## src/rtl/mem_unit.sv

```systemverilog
// mem_unit: CPU program/data RAM with a panel byte-serial loader and out-of-range flag.
module mem_unit #(
  parameter int AW = 8
) (
  input  logic          clk,
  input  logic          rst,
  input  logic [1:0]    cpustate,
  input  logic [15:0]   addr,
  input  logic [7:0]    cpu_wdata,
  input  logic          read,
  input  logic          write,
  output logic [7:0]    cpu_rdata,
  input  logic [7:0]    load_data,
  input  logic          load_valid,
  output logic          load_ack,
  output logic [AW-1:0] load_ptr,
  output logic          load_full,
  output logic          oob
);
  localparam int DEPTH = 1 << AW;
  typedef enum logic [1:0] {S_IDLE, S_LOAD, S_RUN} state_t;
  state_t state, next;
  logic [7:0] mem [DEPTH];
  logic lv_q, in_range, accept, we;
  logic [AW-1:0] idx, wa;
  logic [7:0] wd;
  always_comb begin
    next = cpustate == 2'b01 ? S_LOAD : cpustate == 2'b10 ? S_RUN : S_IDLE;
    idx = addr[AW-1:0];
    in_range = (addr >> AW) == 16'd0;
    accept = state == S_LOAD && load_valid && !lv_q && !load_full;
    we = accept || (state == S_RUN && write && in_range);
    wa = accept ? load_ptr : idx;
    wd = accept ? load_data : cpu_wdata;
    // read sees pre-write contents when read and write coincide
    cpu_rdata = (state == S_RUN && read && in_range) ? mem[idx] : 8'h00;
  end
  always_ff @(posedge clk)
    if (we) mem[wa] <= wd;
  always_ff @(posedge clk or negedge rst) begin
    if (!rst) begin
      state <= S_IDLE;
      lv_q <= 1'b1;
      load_ack <= 1'b0;
      load_ptr <= '0;
      load_full <= 1'b0;
      oob <= 1'b0;
    end else begin
      state <= next;
      lv_q <= load_valid;
      load_ack <= accept;
      if (next == S_LOAD && state != S_LOAD) begin
        load_ptr <= '0;
        load_full <= 1'b0;
        oob <= 1'b0;
      end else begin
        if (accept) begin
          load_ptr <= load_ptr + 1'b1;
          if (&load_ptr) load_full <= 1'b1;
        end
        if (state == S_RUN && (read || write) && !in_range) oob <= 1'b1;
      end
    end
  end
endmodule
```

## config.mk

```make
export PLATFORM = sky130hd
export DESIGN_NAME = mem_unit
export DESIGN_NICKNAME = d
export VERILOG_FILES = /design/src/rtl/mem_unit.sv
export SDC_FILE = /design/constraint.sdc
export NUM_CORES = 2
export LEC_CHECK = 0
export ABC_CLOCK_PERIOD_IN_PS = 7680
export BUFFER_PORTS_ARGS = -buffer_cell sky130_fd_sc_hd__buf_2
export CORE_AREA = 2 2 467 469
export CTS_CLUSTER_DIAMETER = 100
export DETAILED_ROUTE_END_ITERATION = 10
export DIE_AREA = 0 0 469 471
export GPL_ROUTABILITY_DRIVEN = 0
export HOLD_SLACK_MARGIN = 0.08
export SKIP_LAST_GASP = 1
export SYNTH_ARGS = -nofsm -noshare
export SYNTH_HDL_FRONTEND = slang
export SYNTH_SLANG_ARGS = --single-unit
```

## constraint.sdc

```tcl
create_clock -name clk -period 7.68 [get_ports clk]
set_clock_uncertainty 0.2 [all_clocks]
set_input_delay 1.536 -clock clk [delete_from_list [all_inputs] [get_ports clk]]
set_output_delay 1.536 -clock clk [all_outputs]
set_load 0.005 [all_outputs]
```

==> impl_metrics.toml <==
[outcome]
status = "finished clean"

[setup_path]
path_class = "input port to primary output"
critPathCapture = "cpu_rdata[6]"
critPathLaunchType = "input port"
reg2reg_depth = 9
r2r_end = "mem[199][5]"
reg2reg_slack_ps = 2890
path_max_fanout = 28
cp_data_required_time_ps = 5940
cp_slowest_stage_delay_ps = 820
worstPathArrival_ps = 5940
end_kind = "primary output"
crit_chain = "buf_4 > clkinv_2 > buf_4 > nand2_1 > a2111oi_0 > nor4_1 > nand4_1 > o22ai_1 > buf_4 > buf_2"
crit_slowest_cell = "nor4_1"
cp_common_cell = "buf_4"
regToRegStartpoint = "lv_q"
crit_path_start = "addr[3]"

[die]
coreArea_sq_um = 216000
die_h_um = 471
rows = 171
die_area_sq_um = 221000
io_pins = 58
die_x_um = 469
start_util_pct = 37.8

[clocking]
cts_resized = 0
cts.sinks = 2062
cts_buffers = 202
cts-root-buf = "clkbuf_16"
cts_setup_buffers = 0
clk_pin_slew_ps = 60
clock_latency_ps = 860
cts_buffer_depth = 3
htreeDepth = 4
hold_buffers = 0
cts_tree = "done"

[timing]
setup_viol = 0
hold_viol = 0
grt_setup_unrepaired = "false"
tightest_slew_ps = 1320
slew_headroom_pct = 9.99
fin_crit_sh_pct = 99.9
min_period_ps = 7670
max_freq_ghz = 0.130
setup-tns-final_ps = 0
slew_viol_final = 0

[drt]
firstDrtPassIters = 8
wl_met3_mm = 22.9
dr_total_vias = 43300
initialDrtViolationCount = 6298
wl_met1_mm = 94.8
routed.top_layer = "met4"
drt_wl_total_mm = 239
wl_met2_mm = 111
drc_errors = 0
wl_per_cell_um = 32.8
final_antenna_net_count = 0
via_per_inst = 5.94

[yosys]
syn-mean-instance-area_sq_um = 19.9
synth_edf_count = 2048
yosys_register_bits = 2062
ys.flop_type = "edfxtp_1"
syn_inst = 4107
synthArstFlopShare_pct = 0.679
yosys_warnings = 0
netlist_area_sq_um = 81800
ys_types = 79
ys_seq_area_share_pct = 75.7
synthesis.nets = 4147

[grt]
grt.total_usage_pct = 21.4
grt_pass1_vias = 42000
antenna_found_initial = 9
overflow = 0
grt_pass1_wl_mm = 332
grt_max_degree = 185

[min_path]
hold_class = "flop to flop"
min_from = "oob"

[layout]
nets = 4305
finalNonFillerCells = 7284
syn2layout_area_growth_pct = 11.9
fill_cells = 18700
final_cell_mix = "2,048 x edfxtp_1, 355 x nor2_1, 328 x mux4_2, 258 x mux2i_1, 204 x clkbuf_16"
finalInstanceArea_sq_um = 91500
drive_gt1_share_pct = 19.2
layout_commonest_cell = "edfxtp_1"

[power]
seq_power_share_pct = 53.5
p_sw_share_pct = 22.1
combPwrFrac_pct = 5.2
vdd_ir_drop_max_mv = 0.257
pwr_density_cell_nw_per_um2 = 254
clockPowerShare_pct = 41.3
power_uw = 23300
leakagePower_uw = 0.0286
p_sw_uw = 5130
p_int_uw = 18100

[placement]
hpwl_mm = 151
dpl.cell_count = 6915
placed_area_sq_um = 85100
port_buffers = 57

[job]
cap_violations = 0
worst max-delay path: cells and delay by family:
kind            cells  cell delay, ps
simple gates        3            1700
compound gates      2             680
buf+inv             5            1890
per-layer routing:
metal / vias to the layer above / GRT usage [%]
met1: 23000 / 29.9
met5: - / 0
met3: 447 / 4.45
met2: 2537 / 32.7
met4: 0 / 8.67
li1: 17300 / -
cells by family after synthesis:
logic type	count (synthesis)	synth area share, %
flops	2062	75.7
simple gates	753	4.19
mux	655	14.3
compound gates	384	3.35
buf+inv	246	2.44
xor+xnor	6	0.0643
fa+ha+maj	1	0.0153
state kept, by name, indices dropped and copies added (netlist names):
name / cells
load_ack: 1
load_full: 1
load_ptr: 8
lv_q: 1
mem: 2048
oob: 1
state: 2
how the worst min path moves through the flow:
stage / endpoint / cells after the start
2_1_floorplan: oob / 2
3_3_place_gp: oob / 2
3_5_place_dp: oob / 2
6_report: oob / 2
4_1_cts: oob / 2
5_1_grt: oob / 2
power groups by stage:
stage          Combinational, uW  Clock [uW]  Sequential, uW
4_1_cts                     1200        9700           12400
5_1_grt                     1250       10100           12400
3_5_place_dp                1200           0           12700
2_1_floorplan                703           0           12700
6_report                    1210        9610           12400
3_3_place_gp                1180           0           12700
stage by stage:
step	utilization, %	worst slack, ps	hold slack (ps)
5_1_grt	42.3	55.5	385
6_report	42.3	7.55	297
3_3_place_gp	39.4	186	283
4_1_cts	42.3	110	305
2_1_floorplan	-	1040	291
3_5_place_dp	39.4	137	290
cell usage after synthesis (10+ instances only):
library cell | n | share of area (%)
edfxtp_1 | 2048 | 75
nor2_1 | 357 | 1.6
mux4_2 | 328 | 9.0
mux2i_1 | 258 | 3.2
nand2_1 | 142 | 0.65
o22ai_1 | 94 | 0.72
nor3_1 | 77 | 0.47
clkbuf_1 | 74 | 0.34
o221ai_1 | 70 | 0.75
buf_2 | 62 | 0.38
mux4_1 | 62 | 2.0
a21oi_1 | 57 | 0.35
o21ai_0 | 38 | 0.23
nand3_1 | 30 | 0.18
or3_1 | 30 | 0.23
buf_12 | 27 | 0.66
a211oi_1 | 25 | 0.23
buf_6 | 25 | 0.34
nor4_1 | 22 | 0.17
a22oi_1 | 21 | 0.19
buf_8 | 20 | 0.37
or2_2 | 16 | 0.12
nand4_1 | 15 | 0.11
a31oi_1 | 13 | 0.099
dfrtp_1 | 13 | 0.40
buf_1 | 11 | 0.051
nand3b_1 | 11 | 0.10
buf_4 | 10 | 0.092
clkbuf_8 | 10 | 0.17
layout make-up:
type / count / area [sq um] / share of cell area (%)
Antenna cell: 3 / 7.51 / 0.00821
Inverter: 5 / 22.5 / 0.0246
Clock inverter: 104 / 1010 / 1.11
Tap cell: 2854 / 3570 / 3.90
Clock buffer: 262 / 5320 / 5.82
Sequential cell: 2062 / 61900 / 67.6
Timing Repair Buffer: 195 / 1670 / 1.83
Multi-Input combinational cell: 1799 / 18000 / 19.7
Power figures use the tool's default switching activity.
